<file path="config.mk">
export PLATFORM = sky130hd
export DESIGN_NAME = instr_fetch_unit
export DESIGN_NICKNAME = d
export VERILOG_FILES = /design/src/rtl/instr_fetch_unit.sv
export SDC_FILE = /design/constraint.sdc
export NUM_CORES = 1
export LEC_CHECK = 0
export ABC_AREA = 0
export BUFFER_PORTS_ARGS = -buffer_cell sky130_fd_sc_hd__buf_2
export CAP_MARGIN = 10
export CORE_ASPECT_RATIO = 1.25
export CORE_UTILIZATION = 35
export CTS_BUF_LIST = sky130_fd_sc_hd__clkbuf_8
export DETAILED_ROUTE_END_ITERATION = 8
export PLACE_DENSITY = 0.61
export SLEW_MARGIN = 25
export SYNTH_ARGS = -nofsm -noshare
export SYNTH_HDL_FRONTEND = slang
export SYNTH_SLANG_ARGS = --single-unit
</file>
<file path="constraint.sdc">
create_clock -name clk -period 7.69 [get_ports clk]
set_input_delay 1.9225 -clock clk [delete_from_list [all_inputs] [get_ports clk]]
set_output_delay 1.9225 -clock clk [all_outputs]
set_load 0.005 [all_outputs]
</file>
<file path="src/rtl/instr_fetch_unit.sv">
// Instruction fetch unit: takes PCs over valid/ready, issues in-order imem reads, and queues
// {instr, pc} toward decode. A flush clears the queue and marks in-flight reads for discard.
module instr_fetch_unit #(
  parameter int ADDR_W  = 16,
  parameter int DATA_W  = 32,
  parameter int DEPTH   = 4,
  parameter int MAX_OUT = 2
) (
  input  logic              clk,
  input  logic              reset,
  input  logic [ADDR_W-1:0] pc,
  input  logic              pc_valid,
  output logic              pc_ready,
  output logic              imem_req,
  output logic [ADDR_W-1:0] imem_addr,
  input  logic [DATA_W-1:0] imem_rdata,
  input  logic              imem_rvalid,
  input  logic              flush,
  output logic [DATA_W-1:0] instr,
  output logic [ADDR_W-1:0] instr_pc,
  output logic              instr_valid,
  input  logic              instr_ready
);

  localparam int CNT_W = $clog2(DEPTH + 1);
  localparam int PTR_W = $clog2(DEPTH);
  localparam int TAG_W = (MAX_OUT > 1) ? $clog2(MAX_OUT) : 1;
  localparam logic [CNT_W:0]   DEPTH_C   = (CNT_W + 1)'(DEPTH);
  localparam logic [CNT_W-1:0] MAX_OUT_C = CNT_W'(MAX_OUT);

  logic [DATA_W-1:0] fifo_data_q [DEPTH];
  logic [ADDR_W-1:0] fifo_pc_q   [DEPTH];
  logic [ADDR_W-1:0] tag_q       [MAX_OUT];

  logic [PTR_W-1:0] wr_ptr_q, wr_ptr_d, rd_ptr_q, rd_ptr_d;
  logic [TAG_W-1:0] tag_wr_q, tag_wr_d, tag_rd_q, tag_rd_d;
  logic [CNT_W-1:0] count_q, count_d;
  logic [CNT_W-1:0] inflight_q, inflight_d;
  logic [CNT_W-1:0] drop_cnt_q, drop_cnt_d;

  logic [CNT_W:0] occupancy;
  logic           issue, rsp_any, rsp_drop, rsp_push, pop;

  // Tag queue depth need not be a power of two, so wrap explicitly.
  function automatic logic [TAG_W-1:0] tag_inc(input logic [TAG_W-1:0] p);
    return (p == TAG_W'(MAX_OUT - 1)) ? '0 : p + TAG_W'(1);
  endfunction

  // Pending drops still hold credit, so a live response always finds a free FIFO slot.
  assign occupancy   = {1'b0, count_q} + {1'b0, inflight_q};
  assign pc_ready    = !reset && !flush && (occupancy < DEPTH_C) && (inflight_q < MAX_OUT_C);
  assign issue       = pc_valid && pc_ready;
  assign imem_req    = issue;
  assign imem_addr   = pc;
  assign instr_valid = !reset && (count_q != '0);
  assign instr       = fifo_data_q[rd_ptr_q];
  assign instr_pc    = fifo_pc_q[rd_ptr_q];

  assign rsp_any  = imem_rvalid && (inflight_q != '0);
  assign rsp_drop = rsp_any && (drop_cnt_q != '0);
  assign rsp_push = rsp_any && (drop_cnt_q == '0);
  assign pop      = instr_valid && instr_ready && !flush;

  always_comb begin
    // NOTE: every _d gets its hold value first so no path through this block infers a latch.
    wr_ptr_d   = wr_ptr_q;
    rd_ptr_d   = rd_ptr_q;
    tag_wr_d   = tag_wr_q;
    tag_rd_d   = tag_rd_q;
    count_d    = count_q;
    inflight_d = inflight_q;
    drop_cnt_d = drop_cnt_q;

    if (flush) begin
      wr_ptr_d   = '0;
      rd_ptr_d   = '0;
      tag_wr_d   = '0;
      tag_rd_d   = '0;
      count_d    = '0;
      inflight_d = inflight_q - CNT_W'(rsp_any);
      drop_cnt_d = inflight_q - CNT_W'(rsp_any);
    end else begin
      if (issue)    tag_wr_d = tag_inc(tag_wr_q);
      if (rsp_push) begin
        wr_ptr_d = wr_ptr_q + PTR_W'(1);
        tag_rd_d = tag_inc(tag_rd_q);
      end
      if (pop)      rd_ptr_d = rd_ptr_q + PTR_W'(1);
      if (rsp_drop) drop_cnt_d = drop_cnt_q - CNT_W'(1);
      inflight_d = inflight_q + CNT_W'(issue) - CNT_W'(rsp_any);
      count_d    = count_q + CNT_W'(rsp_push) - CNT_W'(pop);
    end
  end

  // NOTE: sequential state uses non-blocking assignments so every flop samples pre-edge values.
  always_ff @(posedge clk) begin
    if (reset) begin
      wr_ptr_q   <= '0;
      rd_ptr_q   <= '0;
      tag_wr_q   <= '0;
      tag_rd_q   <= '0;
      count_q    <= '0;
      inflight_q <= '0;
      drop_cnt_q <= '0;
    end else begin
      wr_ptr_q   <= wr_ptr_d;
      rd_ptr_q   <= rd_ptr_d;
      tag_wr_q   <= tag_wr_d;
      tag_rd_q   <= tag_rd_d;
      count_q    <= count_d;
      inflight_q <= inflight_d;
      drop_cnt_q <= drop_cnt_d;
    end
  end

  // NOTE: storage arrays are not reset; count and pointers alone define which entries are valid.
  always_ff @(posedge clk) begin
    if (rsp_push && !flush) begin
      fifo_data_q[wr_ptr_q] <= imem_rdata;
      fifo_pc_q[wr_ptr_q]   <= tag_q[tag_rd_q];
    end
    if (issue) tag_q[tag_wr_q] <= pc;
  end

endmodule
</file>
# Yosys cells after proc, flatten, opt, wreduce, memory -nomap -nowiden
# Memories as Yosys holds them, arrays and structs flattened. A register that Yosys moved wholly into a read port is not among the register bits.
# Index checks and enable logic that the tools add are counted.
[op_classes]
order_cmp = 2
mux = 15
reduce_logical = 19
add_sub_neg = 11
[ops]
columns = ["operator", "n"]
rows = [
  ["1-bit logical AND", 11],
  ["3-bit 2-to-1 mux", 3],
  ["3-bit nonzero test", 3],
  ["3-bit by 1-bit subtractor with 3-bit output", 3],
  ["1-bit 2-to-1 mux", 8],
  ["2-bit 2-to-1 mux", 4],
  ["3-bit by 1-bit adder with 3-bit output", 2],
  ["2-bit by 1-bit adder with 2-bit output (second input constant)", 2],
  ["3-bit by 3-bit adder with 4-bit output", 1],
  ["4-bit by 3-bit less-than comparator with 1-bit output (second input constant)", 1],
  ["3-bit logical NOT", 1],
  ["3-bit by 2-bit less-than comparator with 1-bit output (second input constant)", 1],
  ["3-bit by 1-bit subtractor with 3-bit output (second input constant)", 1],
  ["1-bit adder (second input constant)", 2],
  ["1-bit logical NOT", 2],
  ["2-bit nonzero test", 1],
  ["2-bit OR reduction", 1],
]
[word_totals]
memories = 3
out_inout_bits = 67
mem_bits_rw = 224
in_bits = 54
register_bits = 15
[mem_list]
columns = ["memory", "words", "word_bits", "rd", "rd_ports_with_merged_regs", "write_ports", "line", "text"]
rows = [
  ["fifo_data_q", 4, 32, 1, 1, 1, "31", "logic [DATA_W-1:0] fifo_data_q [DEPTH];"],
  ["fifo_pc_q", 4, 16, 1, 1, 1, "32", "logic [ADDR_W-1:0] fifo_pc_q [DEPTH];"],
  ["tag_q", 2, 16, 1, 1, 1, "33", "logic [ADDR_W-1:0] tag_q [MAX_OUT];"],
]

# Logic depth before layout (Yosys ltp)
# Gate-level depths: netlist of run 1.
[logic_depth]
depth_word = 8
mapped_depth = 10
ltp_nobuf = 10

# Least setup slack after synthesis of run 1
# No wires, ideal clock.
[synth_timing]
path_kind = "input to output"
from = "input port flush"
to = "output port imem_req"
arrival_time_ps = 2673
path_stages = 4
slack_ps = 3094
t_required_ps = 5767
path_cell_list = "buf_2 nor2_1 nand4_1 inv_1"
[synth_between]
elab_chain_len = 5
[synth_lines]
columns = ["element", "line", "text"]
rows = [
  ["from (decl)", "18", "input logic flush,"],
  ["1-bit logical NOT", "51", "assign pc_ready = !reset && !flush && (occupancy < DEPTH_C) && (inflight_q < MAX_OUT_C);"],
  ["1-bit logical AND (3 in a row)", "51", ""],
  ["1-bit logical AND", "52", "assign issue = pc_valid && pc_ready;"],
  ["to (decl)", "14", "output logic imem_req,"],
]
# Every way passes these cells.

# Final worst setup path of run 1
# Ends and elaborated chain as after synthesis.

==> results of run 1 <==
## path summary, 6_finish.rpt
path,to,slack [ps],depth (start not counted),start
min reg2reg,flip-flop,460,1,rd_ptr_q[1]
max reg2reg,inflight_q[1],5190,8,inflight_q[2]
min,flip-flop,460,1,rd_ptr_q[1]
max,imem_req,2710,5,flush
## metrics by stage
stage                     instance area [µm²]  utilization  worst slack, ps
after floorplan                          9270            -             3090
after global placement                  10200        0.390             2810
after detailed placement                10200        0.390             2700
after CTS                               10900        0.421             2690
after global routing                    11000        0.422             2560
final                                   11000        0.422             2710
## sequential cells by signal, summed over array words and instances (netlist names), named ones only
name / cells
fifo_data_q: 128
fifo_pc_q: 64
tag_q: 32
count_q: 3
drop_cnt_q: 3
inflight_q: 3
rd_ptr_q: 2
wr_ptr_q: 2
tag_rd_q: 1
tag_wr_q: 1
## layout make-up
type / count / share of cell area
Clock buffer: 41 / 0.0515
Clock inverter: 31 / 0.0200
Inverter: 17 / 0.00605
Multi-Input combinational cell: 146 / 0.175
Sequential cell: 242 / 0.647
Tap cell: 340 / 0.0388
Timing Repair Buffer: 128 / 0.0621
## layer usage
metal  up-vias  track usage  share of wire
met5         -            0              0
met1      2248        0.138           0.40
met3        31       0.0263          0.046
met4         0       0.0487          0.023
met2       114        0.223           0.53
li1       2030            -              -
## logic make-up after synthesis
logic type	after synthesis	synth area share
AOI/OAI and AO/OA	20	0.0167
xor gates and xnor gates	4	0.00378
adders and majority gates	17	0.0246
buffers and inverters	48	0.0291
DFF	242	0.764
muxes	66	0.138
and+or+nand+nor	39	0.0232
## report_power, final
part / total, mW / internal (mW) / leakage (nW) / switching (mW)
Combinational: 0.289 / 0.127 / 1.15 / 0.163
Clock: 1.09 / 0.601 / 0.429 / 0.487
Sequential: 1.54 / 1.52 / 2.17 / 0.0266
Total: 2.92 / 2.24 / 3.75 / 0.676
## worst max-delay path, cell delays in order
cell and delay (ps):
buf_2 180, nor2_1 440, nand4_1 270, inv_1 130
buf_2 120
## cell usage after synthesis
master | count | share of area
edfxtp_1 | 224 | 0.73
mux4_2 | 48 | 0.12
buf_4 | 19 | 0.015
dfxtp_1 | 18 | 0.039
inv_1 | 16 | 0.0065
mux2_2 | 16 | 0.019
ha_1 | 15 | 0.020
a21oi_1 | 9 | 0.0049
nor2_1 | 8 | 0.0032
buf_2 | 7 | 0.0038
and2_1 | 6 | 0.0040
clkbuf_1 | 4 | 0.0016
nand3_1 | 4 | 0.0022
nor3_1 | 4 | 0.0022
o21ai_0 | 4 | 0.0022
nand2_1 | 3 | 0.0012
xnor2_1 | 3 | 0.0028
fa_1 | 2 | 0.0043
mux2i_1 | 2 | 0.0022
nand2b_1 | 2 | 0.0013
nand4_1 | 2 | 0.0013
a2111oi_4 | 1 | 0.0030
a311o_1 | 1 | 0.0011
and3_1 | 1 | 0.00068
buf_6 | 1 | 0.0012
inv_4 | 1 | 0.00068
nand3b_1 | 1 | 0.00081
nand4b_1 | 1 | 0.00094
nor2b_1 | 1 | 0.00068
nor4_1 | 1 | 0.00068
nor4b_1 | 1 | 0.00094
o211ai_1 | 1 | 0.00081
o21a_1 | 1 | 0.00081
o31a_1 | 1 | 0.00094
o31ai_1 | 1 | 0.00081
o31ai_4 | 1 | 0.0023
or2_1 | 1 | 0.00068
or3_1 | 1 | 0.00068
or3_2 | 1 | 0.00081
or4_1 | 1 | 0.00081
xor2_1 | 1 | 0.00094
## cell usage in the layout, fill, tap and decap left out, types with 4 or more instances in the layout
master	count
nand3_1	4
clkinv_1	7
buf_4	7
clkinvlp_4	4
and2_2	4
edfxtp_1	224
mux2_2	16
nor2_1	8
clkbuf_8	41
ha_1	15
mux4_2	48
a21oi_1	9
clkinv_2	7
inv_1	26
dfxtp_1	16
buf_2	120
nor3_1	4
o21ai_0	4
==> summary.md, run 1 <==
| Metric | Value |
|---|---|
| Status | `finished, final reports clean` |
| Actual slew at the worst max-slew pin | `756 ps` |
| Ratio of cells with drive above 1 in the final layout | `0.425` |
| Clock Sinks | `242` |
| Worst-skew pair later-pin latency | `520 ps` |
| Final setup violation count | `0` |
| Vias in the first global route | `4810` |
| Avg WL per Cell | `17.2 µm` |
| Num rows | `66` |
| I/O pins | `121` |
| Vias | `4423` |
| Routability cong. | `0.736` |
| Post-route setup TNS | `0 ps` |
| First-pass GRT wire length | `25400 µm` |
| Root buffer cell | `clkbuf_8` |
| Global route total overflow | `0` |
| Gate Count Post-Synth | `436` |
| CTS H-Tree Depth | `2` |
| Initial antenna violation count | `0` |
| Max Slew Vio Count | `0` |
| CP startpoint kind | `primary input` |
| Synthesis warning total | `0` |
| P&R area growth vs syn | `18.3%` |
| Maximum clock rate | `201 MHz` |
| N_diodes | `0` |
| Post-CTS setup repair buffer count | `0` |
| Die area | `27100 µm²` |
| CTS Hold Bufs | `0` |
| CTS tree | `yes` |
| Fillers | `2347` |
| Final Non-Filler Cells | `945` |
| Total Wirelength | `16300 µm` |
| CP Data Required Time | `5770 ps` |
| Synthesized Nets | `507` |
| Pwr Total | `2.92 mW` |
| Crit. End Element | `output port` |
| Min Clock Period, post-route | `4980 ps` |
| HP Class | `reg2reg` |
| Final worst path period share | `0.647` |
| PD cells | `266 nW/µm²` |
| HPWL after detailed placement | `9610 µm` |
| Worst-case clock buffer depth | `3` |
| Slew margin rel. | `0.496` |
| Avg Cell Area, Syn | `21.3 µm²` |
| First DRT Iteration DRCs | `221` |
| Die Ht | `184 µm` |
| Max FO, Critical Path | `11` |
| Synth cell types | `41` |
| Placeable Area | `26000 µm²` |
| RSZ-0062 raised after global routing | `false` |
| Placed insts | `872` |
| Number of synthesized register bits | `242` |
| Min Hold Slack | `458 ps` |
| CTS clk-pin slew, worst paths | `60 ps` |
| Synthesized area | `9270 µm²` |
| Initial Utilization | `0.356` |
| Area of the multi-input gates | `1920 µm²` |
| Worst-case vdd ir drop | `0.149 mV` |
| Final Hold Viols | `0` |
| Post-cts resize count | `0` |
| LEAKAGE | `3.75 nW` |
| Die W | `148 µm` |
| Drt pass-1 iters | `4` |
| Largest net degree at the start of global routing | `49` |
| Via density | `4.68` |
| CTS Buf Count | `40` |
| Total GRT Usage | `0.122` |
| Number of max-cap violations | `0` |
| FF+latch area | `7090 µm²` |
| Sequential share of the synthesized area | `0.764` |
| Data arrival, critical path | `3060 ps` |
| Final ANT Viol Nets | `0` |
| Worst Clk Skew | `17.1 ps` |
| Remaining routing DRC violations | `0` |
| Crit Path Category | `in2out` |
| Net count, final | `646` |
| Port bufs | `120` |
Power figures use the tool's default switching activity.
==> inputs of run 2 (changes only) <==
- ABC_AREA: 0 -> 1
- clock period: 7.69 -> 4.8 ns (I/O delays scaled with it)
==> summary.md, run 2 <==
| Metric | Value |
|---|---|
| EDFF count, synth | `224` |
| CTS Buf Count | `39` |
| LEAKAGE | `3.97 nW` |
| Slew margin rel. | `0.343` |
| Post-cts resize count | `0` |
| CTS tree | `yes` |
| Final worst path period share | `0.758` |
| Main area contributors after synthesis | `edfxtp_1 (71%), o21ai_0 (5.0%), nor2_1 (4.7%)` |
| Most frequent cells in the layout | `edfxtp_1 (224), buf_2 (120), nor2_1 (113)` |
| N_diodes | `0` |
| Min Clock Period, post-route | `3640 ps` |
| Synthesized area | `9440 µm²` |
| Worst Reg-to-Reg Cells | `7` |
| Die W | `149 µm` |
| Largest register FFs | `128` |
| Post-route setup TNS | `0 ps` |
| Final worst setup slack | `1160 ps` |
| Post-CTS setup repair buffer count | `0` |
| Gate Count Post-Synth | `676` |
| I/O pins | `121` |
| Port bufs | `120` |
| Async set-reset flop share out of synthesis | `0` |
| Num rows | `66` |
| Ys flop type | `edfxtp_1` |
| Design Area, Final | `11000 µm²` |
| RSZ-0062 raised after global routing | `false` |
| Crit path max-delay family | `flip-flops` |
| Top flop regs | `fifo_data_q (128), fifo_pc_q (64), tag_q (32)` |
| Remaining routing DRC violations | `0` |
| Commonest non-fill, non-tap cell in the layout | `edfxtp_1` |
| Critical path depth | `5` |
| Number of max-cap violations | `0` |
| Initial Utilization | `0.360` |
| CTS Hold Bufs | `0` |
| CP startpoint kind | `flip-flop` |
| Final Hold Viols | `0` |
| Max FO, Critical Path | `97` |
| P&R area growth vs syn | `16.1%` |
| CP Buf/Inv Count | `3` |
| Top reg by flops | `fifo_data_q` |
| Worst path max stage delay | `950 ps` |
| Initial antenna violation count | `0` |
| Data arrival, critical path | `2440 ps` |
| Dpl ws | `1500 ps` |
| First-pass GRT wire length | `30000 µm` |
| Number of synthesized register bits | `242` |
| Dominant cell type by area after synthesis | `edfxtp_1` |
| Net count, final | `869` |
| Pwr Total | `4.47 mW` |
| CTS clk-pin slew, worst paths | `50 ps` |
| Vias | `5592` |
| Sequential share of the synthesized area | `0.750` |
| Placeable Area | `26300 µm²` |
| HPWL after detailed placement | `11500 µm` |
| Worst Clk Skew | `14.7 ps` |
| Die area | `27600 µm²` |
| Worst-case clock buffer depth | `3` |
| Final ANT Viol Nets | `0` |
| R2R Setup Slk | `2380 ps` |
| Max Slew Vio Count | `0` |
| Die Ht | `186 µm` |
| Final setup violation count | `0` |
| FF+latch area | `7090 µm²` |
| Largest net degree at the start of global routing | `98` |
| First DRT Iteration DRCs | `286` |
| Area of the multi-input gates | `1960 µm²` |
| Avg WL per Cell | `16.6 µm` |
| Worst path cell trace | `inv_2 -> buf_4 -> o21ai_0 -> o22ai_1 -> buf_2` |
| HP Class | `reg2reg` |
| Drt pass-1 iters | `4` |
| Reg-to-Reg Start | `inflight_q[2]` |
| Fillers | `2515` |
| Synthesized Nets | `747` |
| Routability cong. | `0.711` |
| Top cell type's share of synthesized area | `0.712` |
| Via density | `4.78` |
| Synthesis warning total | `0` |
| Count leader, synth | `edfxtp_1` |
| Avg Cell Area, Syn | `14.0 µm²` |
| Global route total overflow | `0` |
| Total GRT Usage | `0.143` |
| Maximum clock rate | `275 MHz` |
| Clock Sinks | `242` |
| DP Area | `10300 µm²` |
| Total Wirelength | `19400 µm` |
| CTS H-Tree Depth | `2` |
| Status | `finished, final reports clean` |
| CP Data Required Time | `3600 ps` |
| Reg-to-reg endpoint | `fifo_data_q[2][26]` |
| Worst-skew pair later-pin latency | `530 ps` |
| Hold_sp | `rd_ptr_q[1]` |
| Synth cell types | `26` |
| Worst-case vdd ir drop | `0.156 mV` |
| Actual slew at the worst max-slew pin | `985 ps` |
| Crit Path Category | `reg2out` |
| Worst hold path depth | `2` |
| Root buffer cell | `clkbuf_8` |
| Ratio of cells with drive above 1 in the final layout | `0.248` |
| Worst path slowest cell | `dfxtp_4` |
| Crit. End Element | `output port` |
| PD cells | `407 nW/µm²` |
| Top post-synthesis cells by count | `edfxtp_1 (224), nor2_1 (117), o21ai_0 (94)` |
| Vias in the first global route | `5707` |
run 2: cell types whose count changed in the layout (fill, tap and decap cells not counted), sizes merged, moves of 5 or more:
cell   delta
nand2    +19
and2      -6
o21ai    +98
nand3     +5
mux4     -48
nor2    +111
inv      +21
o22ai    +48
run 2: how the worst max path moves through the flow:
| stage | to |
|---|---|
| finish | instr_pc[0] |
| CTS | instr_pc[0] |
| global placement | fifo_data_q[2][19] |
| global route | instr_pc[0] |
| floorplan | fifo_data_q[0][0] |
| detailed placement | fifo_data_q[2][19] |
run 2: layout make-up:
type | count | area share
Sequential cell | 242 | 0.647
Clock buffer | 40 | 0.0502
Inverter | 35 | 0.0120
Clock inverter | 32 | 0.0123
Timing Repair Buffer | 130 | 0.0616
Tap cell | 340 | 0.0388
Multi-Input combinational cell | 350 | 0.179
run 2: worst register-to-register path: cells and delay by family (launching register included):
| kind | cells | cell delay, ps |
|---|---|---|
| simple gates | 4 | 1170 |
| flops | 1 | 380 |
| buf+inv | 3 | 540 |
run 2: kinds of logic (layout without fill, tap and decap cells):
family / Yosys count / in the layout / share of synthesized area
AO/OA/AOI/OAI: 161 / 161 / 0.0923
XOR/XNOR: 4 / 4 / 0.00371
adder cells (fa/ha/maj): 17 / 17 / 0.0241
buffers and inverters: 84 / 237 / 0.0454
flip-flops: 242 / 242 / 0.750
multiplexers: 16 / 16 / 0.0191
AND/OR/NAND/NOR: 152 / 152 / 0.0649
run 2: power by group:
group	total, mW	switching (mW)	internal, mW
sequential	2.45	0.0362	2.41
combinational	0.466	0.287	0.179
clock	1.56	0.776	0.779
run 2: per-stage QoR:
| step | util | instances | hold WS [ps] |
|---|---|---|---|
| after global routing | 0.418 | 1169 | 531 |
| after CTS | 0.418 | 1169 | 506 |
| after global placement | 0.392 | 1097 | 484 |
| after floorplan | - | 676 | 468 |
| final | 0.418 | 1169 | 506 |
| after detailed placement | 0.392 | 1097 | 494 |
run 2: routing by layer:
layer  global-route usage  share of wire
met4               0.0535          0.022
met5                    0              0
met2                0.257           0.52
met1                0.168           0.42
met3               0.0277          0.041
